$ cat src/rtl/cam_pkg.sv
// Shared definitions for the camera byte-protocol transmitter and its capture counterpart.
// Holds the FSM state encoding and the default frame timing.
package cam_pkg;

  typedef enum logic [2:0] {
    StIdle,
    StVsync,
    StVbp,
    StLine,
    StHblank,
    StVfp
  } cam_state_e;

  localparam int unsigned DefAw      = 15;
  localparam int unsigned DefDw      = 12;
  localparam int unsigned DefHPix    = 160;
  localparam int unsigned DefVLines  = 120;
  localparam int unsigned DefVsCyc   = 8;
  localparam int unsigned DefVbpCyc  = 8;
  localparam int unsigned DefHbCyc   = 4;
  localparam int unsigned DefVfpCyc  = 8;

  // Counter width able to hold 0..limit-1, never narrower than one bit.
  function automatic int unsigned cnt_w(input int unsigned limit);
    return (limit <= 2) ? 1 : $clog2(limit);
  endfunction

endpackage

$ cat src/rtl/cam_frame_tx.sv
// Streams an RGB444 frame buffer out as a camera byte stream (vsync/href/8-bit data),
// two bytes per pixel, with a one-cycle-latency frame-buffer read interface.
module cam_frame_tx
  import cam_pkg::*;
#(
  parameter int unsigned AW      = DefAw,
  parameter int unsigned DW      = DefDw,
  parameter int unsigned H_PIX   = DefHPix,
  parameter int unsigned V_LINES = DefVLines,
  parameter int unsigned VS_CYC  = DefVsCyc,
  parameter int unsigned VBP_CYC = DefVbpCyc,
  parameter int unsigned HB_CYC  = DefHbCyc,
  parameter int unsigned VFP_CYC = DefVfpCyc
) (
  input  logic          CAM_pclk,
  input  logic          rst,
  input  logic          en,
  input  logic [DW-1:0] MEM_data_out,
  output logic          MEM_rd,
  output logic [AW-1:0] MEM_addr_out,
  output logic [7:0]    CAM_px_data,
  output logic          CAM_vsync,
  output logic          CAM_href,
  output logic          frame_done
);

  localparam int unsigned LineBytes = 2 * H_PIX;
  localparam int unsigned NumPix    = H_PIX * V_LINES;
  localparam int unsigned MaxA      = (VS_CYC > VBP_CYC) ? VS_CYC : VBP_CYC;
  localparam int unsigned MaxB      = (HB_CYC > VFP_CYC) ? HB_CYC : VFP_CYC;
  localparam int unsigned MaxCyc    = (MaxA > MaxB) ? MaxA : MaxB;
  localparam int unsigned BW        = cnt_w(LineBytes);
  localparam int unsigned LW        = cnt_w(V_LINES);
  localparam int unsigned TW        = cnt_w(MaxCyc);

  localparam logic [BW-1:0] LastByte = BW'(LineBytes - 1);
  localparam logic [LW-1:0] LastLine = LW'(V_LINES - 1);
  localparam logic [AW-1:0] LastAddr = AW'(NumPix - 1);

  cam_state_e    state_q, state_d;
  logic [TW-1:0] timer_q, timer_d;
  logic [BW-1:0] byte_q, byte_d;
  logic [LW-1:0] line_q, line_d;
  logic [AW-1:0] addr_q, addr_d;
  logic [7:0]    pix_lo_q;
  logic          t_last;

  always_ff @(posedge CAM_pclk or negedge rst) begin
    if (!rst) begin
      state_q  <= StIdle;
      timer_q  <= '0;
      byte_q   <= '0;
      line_q   <= '0;
      addr_q   <= '0;
      pix_lo_q <= '0;
    end else begin
      state_q <= state_d;
      timer_q <= timer_d;
      byte_q  <= byte_d;
      line_q  <= line_d;
      addr_q  <= addr_d;
      // Byte 1 comes straight from the buffer; only byte 2 needs the held copy.
      if (state_q == StLine && !byte_q[0]) pix_lo_q <= MEM_data_out[7:0];
    end
  end

  always_comb begin
    t_last = 1'b0;
    case (state_q)
      StVsync:  t_last = (timer_q == TW'(VS_CYC - 1));
      StVbp:    t_last = (timer_q == TW'(VBP_CYC - 1));
      StHblank: t_last = (timer_q == TW'(HB_CYC - 1));
      StVfp:    t_last = (timer_q == TW'(VFP_CYC - 1));
      default:  t_last = 1'b0;
    endcase
  end

  always_comb begin
    state_d = state_q;
    timer_d = '0;
    byte_d  = byte_q;
    line_d  = line_q;
    case (state_q)
      StIdle: begin
        byte_d = '0;
        line_d = '0;
        if (en) state_d = StVsync;
      end
      StVsync: begin
        line_d = '0;
        if (t_last) state_d = StVbp;
        else        timer_d = timer_q + 1'b1;
      end
      StVbp, StHblank: begin
        if (t_last) begin
          state_d = StLine;
          byte_d  = '0;
        end else begin
          timer_d = timer_q + 1'b1;
        end
      end
      StLine: begin
        byte_d = byte_q + 1'b1;
        if (byte_q == LastByte) begin
          byte_d = '0;
          if (line_q == LastLine) begin
            state_d = StVfp;
          end else begin
            state_d = StHblank;
            line_d  = line_q + 1'b1;
          end
        end
      end
      StVfp: begin
        if (t_last) begin
          line_d  = '0;
          state_d = en ? StVsync : StIdle;
        end else begin
          timer_d = timer_q + 1'b1;
        end
      end
      default: state_d = StIdle;
    endcase
  end

  always_comb begin
    MEM_rd      = 1'b0;
    CAM_vsync   = 1'b0;
    CAM_href    = 1'b0;
    CAM_px_data = '0;
    frame_done  = 1'b0;
    case (state_q)
      StVsync: CAM_vsync = 1'b1;
      StVbp, StHblank: MEM_rd = t_last;
      StLine: begin
        CAM_href = 1'b1;
        // Next pixel is fetched on byte 2 so it lands exactly for the following byte 1.
        MEM_rd   = byte_q[0] && (byte_q != LastByte);
        if (!byte_q[0]) CAM_px_data = {4'h0, MEM_data_out[11:8]};
        else            CAM_px_data = pix_lo_q;
      end
      StVfp: frame_done = t_last;
      default: ;
    endcase
  end

  always_comb begin
    addr_d = addr_q;
    if (state_q == StIdle || state_q == StVsync) addr_d = '0;
    else if (MEM_rd) addr_d = (addr_q == LastAddr) ? '0 : addr_q + 1'b1;
  end

  assign MEM_addr_out = addr_q;

endmodule

$ cat config.mk
export PLATFORM = sky130hd
export DESIGN_NAME = cam_frame_tx
export DESIGN_NICKNAME = d
export VERILOG_FILES = /design/src/rtl/cam_pkg.sv /design/src/rtl/cam_frame_tx.sv
export SDC_FILE = /design/constraint.sdc
export NUM_CORES = 1
export LEC_CHECK = 0
export BUFFER_PORTS_ARGS = -buffer_cell sky130_fd_sc_hd__buf_2
export CAP_MARGIN = 10
export CORE_MARGIN = 2
export CORE_UTILIZATION = 55
export CTS_CLUSTER_SIZE = 16
export DETAILED_ROUTE_END_ITERATION = 10
export GPL_TIMING_DRIVEN = 0
export PLACE_DENSITY = 0.78
export REMOVE_ABC_BUFFERS = 1
export SETUP_SLACK_MARGIN = 0.5
export SLEW_MARGIN = 20
export SYNTH_ARGS = -nofsm -noshare
export SYNTH_HDL_FRONTEND = slang
export SYNTH_SLANG_ARGS = --single-unit
$ cat constraint.sdc
create_clock -name CAM_pclk -period 3.9 [get_ports CAM_pclk]
set_clock_uncertainty 0.05 [all_clocks]
set_input_delay 0.975 -clock CAM_pclk [delete_from_list [all_inputs] [get_ports CAM_pclk]]
set_output_delay 0.975 -clock CAM_pclk [all_outputs]
set_load 0.02 [all_outputs]
After elaboration in Yosys (flattened, before gate mapping)
Index checks and enable logic that the tools add are counted.
Storage, ports and cells
  register bits: 45
  bits of input ports: 15
  output and inout bits: 27
  word-level logic and storage cells: 69
Cells by class
  $add $sub $neg: 4
  eq/ne operators: 17
  muxes and demuxes: 27
  reductions and logical operators: 15
Operators with widths (count)
  $mux 15: 3
  $pmux 9 s3: 1
  $mux 3: 7
  $mux 7: 3
  $pmux 7 s3: 1
  $mux 9: 2
  $mux 8: 2
  $add 15x1->15 const B: 1
  $eq 15x15->1 const B: 1
  $pmux 3 s5: 1
  $ne 2x2->1 const B: 5
  $add 9x1->9 const B: 1
  $eq 3x2->1 const B: 3
  $eq 3x3->1 const B: 3
  $eq 9x9->1 const B: 1
  $ne 9x9->1 const B: 1
  $add 7x1->7 const B: 1
  $eq 7x7->1 const B: 1
  $reduce_bool 3->1: 2
  $mux 1: 5
  $reduce_and 5->1: 1
  $pmux 1 s2: 2
  $reduce_and 4->1: 1
  $reduce_or 2->1: 2
  11 further kinds: 12

Longest topological paths before layout
Gate-level depths: netlist of the first run.
  depth after elaboration: 6
  mapped depth: 10
  depth with buffers taken out: 8

Worst setup path before layout of the first run
No wires, ideal clock.
  path type: register to output
  start: reg state_q[2]
  end: out frame_done
  arrival time: 1.513 ns
  required time: 2.875 ns
  setup slack: 1.362 ns
  cell stages (with the launch flop): 4
  path buffers: 1
  path through: dfrtp_1 clkbuf_1 inv_1 nor4_1
On the way
  word-level cells in the longest chain between the ends: 4
  elaborated cells between the ends (all ways): 7
  classes of those cells: eq/ne: 4; mux: 2; reduce/logical: 1
RTL lines
  from (decl): RTL line cam_frame_tx.sv:40  | cam_state_e state_q, state_d;
  from (signal assigned): RTL line cam_frame_tx.sv:50  | state_q <= StIdle;
  from (signal assigned): RTL line cam_frame_tx.sv:57  | state_q <= state_d;
  $eq 3x1->1, or another cell as far along: RTL line cam_frame_tx.sv:69  | case (state_q)
  $reduce_or 3->1 (no line)
  $pmux 1 s2: RTL line cam_frame_tx.sv:69
  $mux 1 *: RTL line cam_frame_tx.sv:132  | case (state_q)
  to (decl): RTL line cam_frame_tx.sv:24  | output logic frame_done
Every way passes the cells marked *; elsewhere a longest branch is shown, timed or not.

Final worst setup path of the first run
  start: reg state_q[2]
  end: out MEM_rd
On the way
  word-level cells in the longest chain between the ends: 4
  elaborated cells between the ends (all ways): 9
  classes of those cells: eq/ne: 5; mux: 2; reduce/logical: 2
RTL lines
  $eq 3x1->1, or another cell as far along: RTL line cam_frame_tx.sv:69
  $reduce_or 3->1 (no line)
  $pmux 1 s2: RTL line cam_frame_tx.sv:69
  $pmux 1 s2 *: RTL line cam_frame_tx.sv:132
  to (decl): RTL line cam_frame_tx.sv:19  | output logic MEM_rd,
Marks and branches as above.

==> impl_metrics.csv, run 1 <==
group,metric,value,unit
clocking,tritoncts,"built",
timing,setup_viol,0,
placed_design,place_ws,0.780,ns
worst_setup_path,ff2ff_path_depth,5,
drt,drt_iter0_markers,182,
synth,synth.top_cell.area_share,42.7,%
worst_setup_path,regToRegStartpoint,"byte_q[0]",
layout,mostFrequentLayoutCells,"41 x dfrtp_1, 40 x buf_2, 26 x o21ai_0, 24 x nor2_1, 23 x nand2_1",
drt,firstDrtPassIters,4,
clocking,clkTransAtPathRegs,0.09,ns
timing,fin_crit_sh,83.1,%
global_routing,overflow,0,
timing,tns,0,ns
clocking,htree_levels,2,
worst_setup_path,crit_start,"state_q[2]",
synth,synth_warnings,0,
pwr,ir_worst_vdd,0.185,mV
layout,drive_gt1_share,26.3,%
layout,area_growth,11.7,%
synth,ys_types,60,
timing,hold_ws,0.393,ns
clocking,clock_sinks,45,
worst_setup_path,critPathArrivalTime,2.21,ns
pwr,leakage,1.36,nW
global_routing,grtUsageTotal,22.4,%
worst_setup_path,end_kind,"primary output",
hold_path,hp-class,"flop to flop",
layout,stdcell_count,369,
global_routing,grt_pass1_wl,9.39,mm
synth,syn_avg_cell_area,9.56,µm²
placed_design,io_buffers,41,
clocking,clockRootBuffer,"clkbuf_8",
placed_design,dp.cells,361,
floorplan,die_area,5370,µm²
worst_setup_path,critical_path_class,"flop to primary output",
placed_design,routabilityCongestion,0.812,
timing,worst_pin_slew,0.840,ns
worst_setup_path,startpoint_type,"flop",
timing,worst_slack,0.661,ns
synth,synth_cells,276,
timing,max_freq,309,MHz
global_routing,grt_max_degree,46,
timing,maxSlewHeadroom,43.5,%
floorplan,die_w,73.3,µm
synth,ys_ff_latch,45,
drt,vias,2272,
layout,layout_commonest_cell,"dfrtp_1",
hold_path,min_path_cells,1,
timing,rsz0062_at_grt,"false",
floorplan,rows,25,
global_routing,grt_pass1_vias,2000,
layout,fin_nets,333,
drt,drtAntennaViolNets,0,
global_routing,antenna_found_initial,0,
flow_run,maxCapViolCount,0,
drt,via_per_inst,6.16,
synth,synth_area_leaders,"dfrtp_1 43%, o21ai_0 4.9%, mux2_2 3.8%, nor2_1 3.4%, nand2_1 3.3%",
drt,remaining_drc_errors,0,
synth,ys.flop_type,"dfrtp_1",
worst_setup_path,reg2reg_slack,1.66,ns
synth,synth-seq-area-share,42.7,%
drt,routed_wl,5.51,mm
floorplan,start_util,56.6,%
worst_setup_path,cp_max_fo,16,
hold_path,min-delay-start,"timer_q[0]",
drt,wl_per_cell,14.9,µm
clocking,cts_inserted_buffers,5,
clocking,post_cts_buffers,0,
worst_setup_path,crit_path_end,"MEM_rd",
clocking,insertion_delay,0.31,ns
floorplan,die_y,73.3,µm
floorplan,io_pins,42,
timing,period_needed,3.24,ns
floorplan,core,4660,µm²
clocking,hold_buffers,0,
run_status,status,"complete, no violations",
synth,synth_area_leader_cell,"dfrtp_1",
placed_design,place_hpwl,3.82,mm
synth,syn_area,2640,µm²
synth,synthArstFlopShare,100,%
layout,diodes,0,
clocking,post_cts_resized,3,
pwr,p_per_area,274,nW/µm²
layout,post-route-util,63.2,%
clocking,clock_path_buffers,2,
worst_setup_path,regToRegEndpoint,"line_q[0]",
worst_setup_path,worst-endpoint-required,2.87,ns
timing,hold_viol,0,
timing,slew_viol_final,0,
synth,synth_edf_count,0,
logic make-up after synthesis:
kind of cell               Yosys count  share of synthesized area [%]
AOI/OAI and AO/OA                   83                           21.4
xor gates and xnor gates             3                          0.996
adders and majority gates            4                           1.90
buffers and inverters               18                           3.60
DFF                                 45                           42.7
muxes                               14                           5.74
and+or+nand+nor                    109                           23.6
worst min-delay path by stage:
stage	to	slack (ns)
global placement	timer_q[0]	0.39
detailed placement	timer_q[0]	0.39
CTS	timer_q[0]	0.40
floorplan	timer_q[0]	0.37
global route	timer_q[0]	0.43
finish	timer_q[0]	0.39
registers in the layout (all words and copies together) (netlist names):
name / count
byte_q: 9
pix_lo_q: 8
state_q: 3
MEM_addr_out: 15
line_q: 7
timer_q: 3
per-stage QoR:
stage	area [µm²]	total power [mW]
3_5_place_dp	2850	0.516
3_3_place_gp	2850	0.515
4_1_cts	2940	0.812
2_1_floorplan	2570	0.494
5_1_grt	2950	0.830
6_report	2950	0.806
area by class of cell:
cell class / count / area [µm²]
Inverter: 8 / 31.3
Multi-Input combinational cell: 213 / 1420
Sequential cell: 45 / 1130
Fill cell: 403 / 1710
Tap cell: 54 / 67.6
Clock buffer: 5 / 68.8
Clock inverter: 3 / 22.5
Timing Repair Buffer: 41 / 208
power by group:
group	switching [mW]	internal (mW)	leakage [nW]
Clock	0.174	0.127	0.0481
Combinational	0.0199	0.0134	0.738
Sequential	0.00195	0.470	0.579
critical path, stage by stage, from the launching register on:
cell and delay (ns):
dfrtp_2 0.52, nor2b_4 0.22, nand2_4 0.16, clkinv_2 0.18, nand2_1 0.08, o21a_2 0.31
inv_2 0.21, buf_2 0.21
layer usage:
layer / GRT usage, % / wire [µm] / part of all wire (%)
met1: 32.2 / 2610 / 47
met2: 33.3 / 2570 / 47
met3: 3.43 / 228 / 4.1
met4: 10.1 / 103 / 1.9
met5: 0 / 0 / 0
Yosys cell counts, drive strengths merged (2+ instances only):
cell / number
a31oi: 2
a211oi: 4
nor3: 5
nand4: 6
ha: 4
dfrtp: 45
a22o: 4
o21ai: 26
nand4b: 3
nand2: 25
inv: 7
a21oi: 12
nand3: 7
xor2: 2
nor4: 4
and3: 11
o22ai: 8
a32oi: 4
nor2b: 3
nand2b: 5
nor2: 24
a31o: 2
clkbuf: 3
and2: 8
a21o: 2
mux2: 9
a21boi: 2
o211ai: 4
mux2i: 5
buf: 7
o31ai: 8
Power figures use the tool's default switching activity.
==> inputs of run 2 (changes only) <==
- clock period: 3.9 -> 3.1 ns (I/O delays scaled with it)
==> run 2 against run 1 <==
  * Sequential power increased by 26%
  * Via count increased by 3.6%
  * Sequential share of layout area decreased by 1.9 points
  * Core utilization increased by 3.4 points
  * Setup slack got worse by 0.097 ns
  * Clock-buffer cell count unchanged
  * Non-clock buffer count increased by 16
  * Largest cell class unchanged
==> impl_metrics.csv, run 2 (synthesized netlist as in run 1, its figures left out) <==
group,metric,value,unit
run_status,status,"complete, no violations",
global_routing,grt_max_degree,46,
timing,max_freq,394,MHz
floorplan,io_pins,42,
global_routing,overflow,0,
floorplan,start_util,56.6,%
floorplan,die_w,73.3,µm
drt,vias,2354,
timing,worst_pin_slew,0.840,ns
layout,drive_gt1_share,30.5,%
placed_design,io_buffers,41,
global_routing,antenna_found_initial,0,
drt,remaining_drc_errors,0,
floorplan,core,4660,µm²
placed_design,dp.cells,361,
layout,filler_cell_count,381,
worst_setup_path,slowest_stage,"dfrtp_4",
timing,setup_viol,0,
drt,routed_wl,5.90,mm
clocking,cts_inserted_buffers,5,
layout,regArea,1130,µm²
timing,rsz0062_at_grt,"false",
floorplan,die_y,73.3,µm
floorplan,die_area,5370,µm²
clocking,clockRootBuffer,"clkbuf_8",
worst_setup_path,critical_path_class,"flop to primary output",
drt,via_per_inst,6.11,
worst_setup_path,regToRegStartpoint,"line_q[0]",
clocking,tritoncts,"built",
worst_setup_path,end_kind,"primary output",
drt,drtAntennaViolNets,0,
flow_run,maxCapViolCount,0,
drt,firstDrtPassIters,5,
worst_setup_path,critPathArrivalTime,1.71,ns
layout,area_growth,17.8,%
clocking,insertion_delay,0.32,ns
global_routing,grt_pass1_wl,9.59,mm
worst_setup_path,cp_top_family,"flip-flops",
floorplan,rows,25,
placed_design,place_hpwl,3.82,mm
global_routing,grtUsageTotal,23.0,%
timing,hold_viol,0,
layout,largest_reg_flops,15,
placed_design,routabilityCongestion,0.812,
layout,fin_nets,349,
drt,drt_iter0_markers,206,
timing,fin_crit_sh,81.8,%
pwr,p_per_area,327,nW/µm²
global_routing,grt_pass1_vias,2050,
drt,wl_per_cell,15.3,µm
hold_path,hp-class,"flop to flop",
pwr,ir_worst_vdd,0.243,mV
pwr,leakage,1.45,nW
timing,period_needed,2.54,ns
layout,mostFrequentLayoutCells,"41 x dfrtp_1, 40 x buf_2, 26 x o21ai_0, 24 x nor2_1, 23 x nand2_1",
clocking,clock_path_buffers,2,
worst_setup_path,cpPeakStageDelay,0.55,ns
clocking,htree_levels,2,
worst_setup_path,worst-endpoint-required,2.27,ns
clocking,clock_sinks,45,
timing,maxSlewHeadroom,43.5,%
hold_path,min-delay-start,"timer_q[0]",
worst_setup_path,crit_chain,"and3b_1 > o211ai_2 > o21a_4 > inv_6 > buf_4",
timing,slew_viol_final,0,
worst_setup_path,crit_start,"state_q[1]",
timing,tns,0,ns
worst_setup_path,startpoint_type,"flop",
layout,diodes,0,
layout,stdcell_count,385,
clocking,clkTransAtPathRegs,0.09,ns
worst_setup_path,worst-path-buf-inv,2,
layout,multi_input_area,1440,µm²
worst_setup_path,cp_max_fo,11,
layout,layout_commonest_cell,"dfrtp_1",
-- run 2: cell type report --
type / count / area share, %
clock buffers: 5 / 2.22
clock inverters: 3 / 0.725
inverters: 8 / 1.37
multi-input cells: 213 / 46.4
flip-flops and latches: 45 / 36.5
well taps: 54 / 2.17
repair buffers: 57 / 10.7
-- run 2: path summary, 6_finish.rpt --
check	endpoint	slack [ns]	cells past startpoint
setup reg to reg	line_q[0]	0.91	5
hold / removal	timer_q[0]	0.39	1
max in group asynchronous	state_q[1]	2.16	1
hold reg to reg	timer_q[0]	0.39	1
setup / recovery	MEM_rd	0.56	5
min in group asynchronous	timer_q[0]	0.40	1
-- run 2: per-layer routing --
layer	vias up	routed length, µm	track usage, %
met4	0	63	8.02
met1	1148	2640	32.3
met5	-	0	0
li1	1140	-	-
met2	61	2880	35.0
met3	5	313	5.35
-- run 2: through the flow --
| step | hold WS, ns | total power, mW | utilization (%) | instance area, µm² | setup slack, ns |
|---|---|---|---|---|---|
| 3_3_place_gp | 0.386 | 0.648 | 61.1 | 2850 | 0.196 |
| 3_5_place_dp | 0.388 | 0.649 | 61.1 | 2850 | 0.180 |
| 6_report | 0.393 | 1.02 | 66.7 | 3110 | 0.564 |
| 4_1_cts | 0.400 | 1.02 | 64.6 | 3010 | 0.505 |
| 2_1_floorplan | 0.366 | 0.622 | - | 2570 | 0.701 |
| 5_1_grt | 0.433 | 1.05 | 66.7 | 3110 | 0.492 |
-- run 2: report_power, final --
group	switching [mW]	internal, mW
clock	0.221	0.160
sequential	0.00248	0.592
combinational	0.0249	0.0169
-- run 2: what timing repair did --
action,in CTS,in global routing
hold buffers,0,0
buffers inserted,5,11
endpoints found under the setup margin,5,1
pin swaps,0,2
resized for setup,12,4
==> inputs of run 3 (changes only) <==
- CORE_UTILIZATION: 55 -> 51
- PLACE_DENSITY: 0.78 -> 0.76
- clock period: 3.1 -> 2.3 ns (I/O delays scaled with it)
==> run 3 against run 2 <==
  * Worst hold slack worse by 0.18 ns
  * Non-clock buffer count up 31
  * Cell count up 12%
  * Routed wire length up 32%
  * Global-route usage up 1.2 points
  * Critical path type unchanged
  * Largest cell class unchanged
  * Largest power group unchanged
==> impl_metrics.csv, run 3 (synthesized netlist as in run 1, its figures left out) <==
group,metric,value,unit
run_status,status,"complete, no violations",
floorplan,die_w,75.9,µm
worst_setup_path,end_kind,"primary output",
worst_setup_path,critPathMostFrequentCell,"buf_6",
clocking,clkTransAtPathRegs,0.09,ns
clocking,clockRootBuffer,"clkbuf_8",
flow_run,maxCapViolCount,0,
layout,fin_nets,380,
timing,tns,0,ns
pwr,leakage,1.63,nW
clocking,tritoncts,"built",
drt,remaining_drc_errors,0,
floorplan,core,5040,µm²
floorplan,start_util,52.3,%
clocking,insertion_delay,0.30,ns
layout,diodes,0,
worst_setup_path,worst-path-buf-inv,3,
timing,setup_viol,0,
timing,hold_viol,0,
global_routing,grt_pass1_wl,11.4,mm
worst_setup_path,cp_top_family,"flip-flops",
global_routing,grt_pass1_vias,2395,
global_routing,antenna_found_initial,0,
worst_setup_path,regToRegStartpoint,"byte_q[1]",
drt,drt-met1-wl,3.19,mm
drt,top_layer,"met4",
worst_setup_path,critPathArrivalTime,1.63,ns
layout,mostFrequentLayoutCells,"37 x dfrtp_1, 33 x buf_4, 28 x buf_2, 22 x nand2_1, 22 x buf_6",
placed_design,place_hpwl,3.90,mm
worst_setup_path,regToRegEndpoint,"byte_q[3]",
floorplan,io_pins,42,
worst_setup_path,cp_max_fo,4,
pwr,p_per_area,364,nW/µm²
layout,layout_commonest_cell,"dfrtp_1",
global_routing,grtUsageTotal,24.3,%
drt,wl_per_cell,18.0,µm
timing,slew_viol_final,0,
worst_setup_path,critical_path_class,"flop to primary output",
pwr,ir_worst_vdd,0.285,mV
worst_setup_path,worst-endpoint-required,1.67,ns
drt,drtAntennaViolNets,0,
drt,routed-wl-met2,4.00,mm
floorplan,die_y,75.9,µm
worst_setup_path,startpoint_type,"flop",
timing,worst_pin_slew,0.827,ns
worst_setup_path,slowest_stage,"dfrtp_2",
layout,largest_reg_flops,15,
drt,vias,2623,
placed_design,routabilityCongestion,0.846,
floorplan,rows,26,
clocking,clock_path_buffers,2,
layout,area_growth,42.7,%
drt,routed_wl,7.76,mm
timing,max_freq,444,MHz
worst_setup_path,ff2ff_path_depth,6,
placed_design,io_buffers,41,
timing,rsz0062_at_grt,"true",
global_routing,grt_max_degree,46,
layout,filler_cell_count,340,
timing,fin_crit_sh,97.9,%
floorplan,die_area,5760,µm²
global_routing,overflow,0,
clocking,htree_levels,2,
clocking,cts_inserted_buffers,5,
timing,maxSlewHeadroom,44.4,%
drt,via_per_inst,6.07,
timing,hold_ws,0.215,ns
layout,drive_gt1_share,47.8,%
drt,drt_iter0_markers,264,
timing,period_needed,2.25,ns
clocking,clock_sinks,45,
drt,wl_met3,382,µm
hold_path,hp-class,"input port to async pin",
worst_setup_path,cpPeakStageDelay,0.45,ns
worst_setup_path,crit_chain,"buf_6 > nor3b_4 > o211ai_2 > o21a_4 > inv_8 > buf_6",
drt,firstDrtPassIters,4,
worst_setup_path,reg2reg_slack,0.24,ns
==> run 3: through the flow <==
step                util, %  cells  cell area [µm²]  setup WS (ns)  total power, mW
global placement       56.8    377             2870         -0.404            0.873
detailed placement     56.8    377             2870         -0.430            0.874
finish                 74.6    432             3760         0.0478             1.37
global route           74.6    432             3760         0.0279             1.42
CTS                    66.9    417             3370         0.0796             1.36
floorplan                 -    266             2570          0.101            0.838
==> run 3: where the power goes <==
group,internal [mW],leakage [nW],switching (mW)
Combinational,0.0389,1.01,0.0402
Clock,0.211,0.0450,0.278
Sequential,0.797,0.573,0.00530
==> run 3: final cells by class <==
cell class | instances | area (µm²) | area share [%]
Inverter | 8 | 53.8 | 1.43
Clock buffer | 6 | 72.6 | 1.93
Sequential cell | 45 | 1140 | 30.2
Clock inverter | 2 | 10.0 | 0.266
Timing Repair Buffer | 88 | 721 | 19.1
Tap cell | 70 | 87.6 | 2.33
Multi-Input combinational cell | 213 | 1680 | 44.7
==> run 3: per-layer routing <==
layer,vias to the layer above,global-route usage [%]
met5,-,0
met4,0,9.09
met3,21,3.33
met2,106,40.6
met1,1300,32.3
li1,1196,-
==> run 3: worst max-delay path by stage <==
stage                          start  slack [ns]  cells after the start     end
after floorplan           state_q[2]        0.10                      6  MEM_rd
after global placement     byte_q[0]       -0.40                      6  MEM_rd
after detailed placement   byte_q[0]       -0.43                      6  MEM_rd
after CTS                 state_q[1]        0.08                      6  MEM_rd
after global routing      state_q[1]        0.03                      6  MEM_rd
final                     state_q[2]        0.05                      6  MEM_rd
==> run 3: timing repair <==
| action | 4_1_cts | 5_1_grt |
|---|---|---|
| hold buffers | 0 | 0 |
| gates resized for setup | 47 | 77 |
| pin swaps | 7 | 16 |
| endpoints found under the setup margin | 51 | 47 |
| gates cloned | 0 | 0 |
| setup buffers | 32 | 15 |
